--- src/rtl/uart_alu_interface.sv ---
// rtl/uart_alu_interface.sv - UART command frame collector driving the ALU; optional inter-byte timeout via UART_ALU_TIMEOUT_EN
module uart_alu_interface #(
  parameter int NB_DATA        = 8,
  parameter int NB_OP          = 6,
  parameter int TIMEOUT_CYCLES = 1_000_000
) (
  input  logic               i_clk,
  input  logic               i_reset,
  input  logic [NB_DATA-1:0] i_rx_data,
  input  logic               i_rx_done,
  input  logic [NB_DATA-1:0] i_alu_result,
  input  logic               i_tx_done,
  output logic [NB_DATA-1:0] o_alu_A,
  output logic [NB_DATA-1:0] o_alu_B,
  output logic [NB_OP-1:0]   o_alu_op,
  output logic [NB_DATA-1:0] o_tx_data,
  output logic               o_tx_start,
  output logic               o_busy
);

  typedef enum logic [2:0] {
    S_A    = 3'd0,
    S_B    = 3'd1,
    S_OP   = 3'd2,
    S_CALC = 3'd3,
    S_SEND = 3'd4
  } state_t;

  state_t state;
  state_t next_state;
  logic   timeout;

`ifdef UART_ALU_TIMEOUT_EN
  logic [31:0] timeout_cnt;
  logic        waiting_byte;

  assign waiting_byte = (state == S_B) || (state == S_OP);
  // A byte arriving on the expiry cycle takes priority over the timeout.
  assign timeout = waiting_byte && !i_rx_done &&
                   (timeout_cnt == 32'(TIMEOUT_CYCLES - 1));

  // Inter-byte idle counter; restarts on every received byte and outside S_B/S_OP.
  always_ff @(posedge i_clk or posedge i_reset) begin
    if (i_reset) begin
      timeout_cnt <= '0;
    end else if (!waiting_byte || i_rx_done || timeout) begin
      timeout_cnt <= '0;
    end else begin
      timeout_cnt <= timeout_cnt + 32'd1;
    end
  end
`else
  logic unused_timeout_cfg;

  assign unused_timeout_cfg = (TIMEOUT_CYCLES != 0);
  assign timeout            = 1'b0;
`endif

  // State register.
  always_ff @(posedge i_clk or posedge i_reset) begin
    if (i_reset) begin
      state <= S_A;
    end else begin
      state <= next_state;
    end
  end

  // Next-state decode: collect A, B, op; one settle cycle; wait for transmitter.
  always_comb begin
    next_state = state;
    case (state)
      S_A:    if (i_rx_done) next_state = S_B;
      S_B:    if (i_rx_done) next_state = S_OP;
              else if (timeout) next_state = S_A;
      S_OP:   if (i_rx_done) next_state = S_CALC;
              else if (timeout) next_state = S_A;
      S_CALC: next_state = S_SEND;
      S_SEND: if (i_tx_done) next_state = S_A;
      default: next_state = S_A;
    endcase
  end

  // Operand/result registers; operands persist between frames, tx_start is a one-cycle pulse.
  always_ff @(posedge i_clk or posedge i_reset) begin
    if (i_reset) begin
      o_alu_A    <= '0;
      o_alu_B    <= '0;
      o_alu_op   <= '0;
      o_tx_data  <= '0;
      o_tx_start <= 1'b0;
    end else begin
      o_tx_start <= (state == S_CALC);
      if (state == S_A && i_rx_done) o_alu_A <= i_rx_data;
      if (state == S_B && i_rx_done) o_alu_B <= i_rx_data;
      if (state == S_OP && i_rx_done) o_alu_op <= i_rx_data[NB_OP-1:0];
      if (state == S_CALC) o_tx_data <= i_alu_result;
    end
  end

  assign o_busy = (state == S_CALC) || (state == S_SEND);

endmodule

--- config.mk ---
export PLATFORM = sky130hd
export DESIGN_NAME = uart_alu_interface
export DESIGN_NICKNAME = d
export VERILOG_FILES = /design/src/rtl/uart_alu_interface.sv
export SDC_FILE = /design/constraint.sdc
export NUM_CORES = 1
export LEC_CHECK = 0
export ABC_AREA = 1
export CAP_MARGIN = 20
export CORE_ASPECT_RATIO = 1.4
export CORE_UTILIZATION = 43
export DETAILED_ROUTE_END_ITERATION = 10
export GPL_ROUTABILITY_DRIVEN = 1
export HOLD_SLACK_MARGIN = 0.03
export PLACE_DENSITY = 0.75
export SETUP_SLACK_MARGIN = 0.02
export SLEW_MARGIN = 20
export SYNTH_ARGS = -nofsm -noshare
export SYNTH_HDL_FRONTEND = slang
export SYNTH_SLANG_ARGS = --single-unit
--- constraint.sdc ---
create_clock -name i_clk -period 1.8 [get_ports i_clk]
set_clock_uncertainty 0.15 [all_clocks]
set_input_delay 0.36 -clock i_clk [delete_from_list [all_inputs] [get_ports i_clk]]
set_output_delay 0.36 -clock i_clk [all_outputs]
set_load 0.02 [all_outputs]
# Word level (Yosys, flattened, before mapping)
# Index checks and enable logic that the tools add are counted.
# W data, S select, Z words.
classes:
  n_eq_ne: 8
  muxes: 5
  reduce_logical: 6
ops:
  columns: ["op", "count"]
  rows:
  - ["$pmux W3 S5", 1]
  - ["$mux W3", 4]
  - ["$ne A2 B2 Y1 const B", 4]
  - ["$eq A3 B2 Y1 const B", 2]
  - ["$reduce_and A4 Y1", 1]
  - ["$eq A3 B1 Y1 const B", 1]
  - ["$eq A3 B3 Y1 const B", 1]
  - ["$logic_and A1 B1 Y1", 3]
  - ["$logic_not A3 Y1", 1]
  - ["$logic_or A1 B1 Y1", 1]
totals:
  register_bits: 34
  input_bits: 20
  elab_cells: 25

# Logic depth before layout (Yosys ltp)
depth:
  depth_word: 3
  depth_mapped: 6
  mapped_depth_nobuf: 6

# Least setup slack after synthesis
# No wires, ideal clock.
synth_timing:
  path_type: "register to output"
  from: "register state[0]"
  to: "output port o_busy"
  arrival_ns: 1.003
  required_ns: 1.290
  slack_ns: 0.287
  path_stages_with_launch: 6
  path_buffers: 1
  path_cell_list: "dfrtp_1 inv_2 nor2_2 nand2_2 buf_6 nand2_1"
synth_between:
  elab_chain_cells: 2
synth_lines:
  columns: ["element", "line_no", "source"]
  rows:
  - ["from (decl)", "29", "state_t state;"]
  - ["from (signal assigned)", "64", "state <= next_state;"]
  - ["$eq A3 B2 Y1 / $eq A3 B3 Y1 (equally long branches)", "100", "assign o_busy = (state == S_CALC) || (state == S_SEND);"]
  - ["$logic_or A1 B1 Y1 *", "100", null]
  - ["to (decl)", "18", "output logic o_busy"]
# Mark *: on every way between the ends. The rest lies on a longest branch, timed or not.

# Worst setup path after layout
layout_timing:
  from: "register o_alu_A[5]"
  to: "output port o_alu_A[5]"
layout_rtl:
  columns: ["element", "line_no", "source"]
  rows:
  - ["from (decl)", "13", "output logic [NB_DATA-1:0] o_alu_A,"]
  - ["from (signal assigned)", "93", "if (state == S_A && i_rx_done) o_alu_A <= i_rx_data;"]
# No word-level cell between the ends.

==> metrics.md <==
| Metric | Value |
|---|---|
| Internal cell power | `2230 uW` |
| Gr usage total | `between 20 and 25%` |
| Final Routed Wirelength | `3310 um` |
| Grt total ovfl | `0` |
| Largest net degree at the start of global routing | `35` |
| Critical path's top delay family | `buffers and inverters` |
| Synth Flop Type | `dfrtp_1` |
| Crit-path slowest cell | `clkdlybuf4s50_1` |
| Max Root-Sink Buffers | `2` |
| Ys async rst share | `100%` |
| H-tree levels | `2` |
| Mapped cell area | `1420 um^2` |
| Largest area contributor in the synthesized netlist | `dfrtp_1` |
| Initial Util | `45.5%` |
| Crit Path Category | `register to primary output` |
| Crit-path max cell delay | `around 0.6 ns` |
| Post-CTS Setup Inserts | `0` |
| VDD IR-drop max | `0.00116 V` |
| Synth top area share | `59.9%` |
| Register area share after synthesis | `around 60%` |
| Worst-path clk slew | `0.06 ns` |
| DRC Markers | `0` |
| Vias in the first global route | `1,184` |
| Setup TNS | `0 ns` |
| Slew Viols, Final | `0` |
| Initial antenna violation count | `0` |
| Number of synthesis warnings | `0` |
| Sw Share | `roughly two fifths` |
| Final nets | `220` |
| CTS tree | `built` |
| Most frequent cell after synthesis | `nand2_1` |
| Final Hold Viols | `0` |
| Area grow syn2layout | `48.0%` |
| Pwr Density | `roughly 1800 nW/um^2` |
| Vias per cell | `approximately 4.9` |
| Yosys reg bits | `34` |
| NetSw | `between 1500 and 2000 uW` |
| ANT cells | `0` |
| Top post-synthesis cells by area | `dfrtp_1, nand2_1, o21ai_2, inv_1, nand3_4` |
| Worst setup SP type | `register` |
| Synthesized area per cell | `10.1 um^2` |
| Crit path buffers/inverters | `1` |
| Post-synth top cells | `nand2_1, dfrtp_1, o21ai_2` |
| Fin crit share | `96.8%` |
| Crit-path max FO | `2` |
| Initial DRT Pass Iterations | `4` |
| Layout cell share with drive strength beyond 1 | `18.0%` |
| Tot Pwr | `3820 uW` |
| I/O pin count | `52` |
| Die ar. | `3540 um^2` |
| Sink Count | `34` |
| ANT nets after route | `0` |
| R2R Path Start | `state[1]` |
| Placer Congestion | `0.758` |
| Chip Height | `roughly 70 um` |
| FF-to-FF End | `o_alu_A[0]` |
| Clk pwr share | `13.6%` |
| Arrival @ worst endpoint | `1.23 ns` |
| Post-synth EDFFs | `0` |
| CTS Buf Count | `5` |
| FF+latch area | `851 um^2` |
| Routed len/inst | `13.8 um` |
| R2R cell count | `5` |
| Row cnt | `24` |
| Syn Inst Count | `141` |
| Leak pwr | `around 0.0013 uW` |
| Reg-to-reg slack, setup | `0.27 ns` |
| First-pass GRT wire length | `5580 um` |
| Core Region | `~3100 um^2` |
| # setup viols final | `0` |
| Via count | `1,170` |
| Achievable frequency | `0.574 GHz` |
| Clock latency on the worst-skew pair | `0.28 ns` |
| Max-cap violations | `0` |
| Buffers on Ports | `51` |
| DRC marker count from the first detailed-route iteration | `23` |
| Crit path time final | `1.74 ns` |
| Critical path, cell by cell | `clkdlybuf4s50_1` |
| Syn nets | `161` |
| DP HPWL | `2410 um` |
| RSZ-0062 raised after global routing | `no` |
| CTS Root Cell | `clkbuf_8` |
| Rel. slew slack | `72.6%` |
| Status | `complete, no violations` |
| Worst Hold Class | `primary input to async pin` |
| Die Wd | `50.6 um` |
| CP required | `1.29 ns` |
| Comb pwr share | `around half` |
| Worst-margin pin slew | `0.412 ns` |
| Crit path capture type | `primary output` |
| # fillers | `259` |
| Post-synth cell types | `18` |
| Area of the multi-input gates | `487 um^2` |
| Final Util | `67.3%` |
| Share of power burned in registers | `between 30% and 40%` |
## worst max-delay path by stage
stage | start | endpoint | cells past startpoint
floorplan | state[0] | o_busy | 5
global placement | state[0] | o_busy | 4
detailed placement | state[0] | o_busy | 4
CTS | o_alu_op[3] | o_alu_op[3] | 1
global route | o_tx_data[0] | o_tx_data[0] | 1
finish | o_alu_A[5] | o_alu_A[5] | 1
## kinds of logic (layout without fill, tap and decap cells)
| group | count (synthesis) | count (layout) | synth area share [%] |
|---|---|---|---|
| compound gates | 23 | 23 | 12.1 |
| buf+inv | 16 | 75 | 5.99 |
| simple gates | 68 | 68 | 22.0 |
| flops | 34 | 34 | 59.9 |
## through the flow
| step | setup WS, ns | cells | hold slack (ns) | area (um^2) |
|---|---|---|---|---|
| 2_1_floorplan | 0.287 | 141 | 0.320 | 1420 |
| 3_3_place_gp | 0.0826 | 232 | 0.314 | 1980 |
| 3_5_place_dp | 0.0183 | 232 | 0.316 | 1980 |
| 4_1_cts | 0.0242 | 239 | 0.329 | 2050 |
| 5_1_grt | 0.0201 | 239 | 0.367 | 2100 |
| 6_report | 0.0575 | 239 | 0.314 | 2100 |
## flip-flops by register name (all words and copies together), names as in the netlist
signal,cells
o_tx_data,8
o_alu_B,8
o_alu_A,8
state,3
o_alu_op,6
o_tx_start,1
## metal layers
layer / track usage, % / wire length, um / vias up
li1: - / - / 558
met1: 25.3 / 1300 / 562
met2: 35.6 / 1800 / 44
met3: 6.10 / 152 / 6
met4: 11.1 / 51 / 0
met5: 0 / 0 / -
## placed cells by master (no fill, tap or decap), types with 2 or more instances in the layout
cell type	synthesis	final
o21ai_1	7	7
clkdlybuf4s50_1	0	24
nor2_2	2	3
buf_4	0	5
o21ai_2	15	15
dfrtp_1	34	34
nand3_1	4	4
inv_1	10	10
dlymetal6s2s_1	0	22
clkbuf_8	0	5
nand2_1	55	55
clkbuf_1	0	2
nand3_4	2	2
dlygate4sd2_1	0	4
## timing repair
item / CTS / global route
hold buffers: 0 / 0
gates cloned: 0 / 0
gates resized for setup: 7 / 24
setup endpoints to repair: 5 / 23
## layout make-up
type	instances	area share, %
Inverter	12	2.20
Tap cell	39	2.32
Sequential cell	34	40.5
Clock buffer	7	3.63
Timing Repair Buffer	56	28.2
Multi-Input combinational cell	91	23.2
## power by group through the flow
stage / registers, uW / clock network, uW / logic [uW]
2_1_floorplan: 1750 / 0 / 741
3_3_place_gp: 1320 / 0 / 2000
3_5_place_dp: 1350 / 0 / 2070
4_1_cts: 1340 / 531 / 2040
5_1_grt: 1380 / 571 / 2130
6_report: 1330 / 518 / 1970
Note: power is estimated with default switching activity, not from simulation.
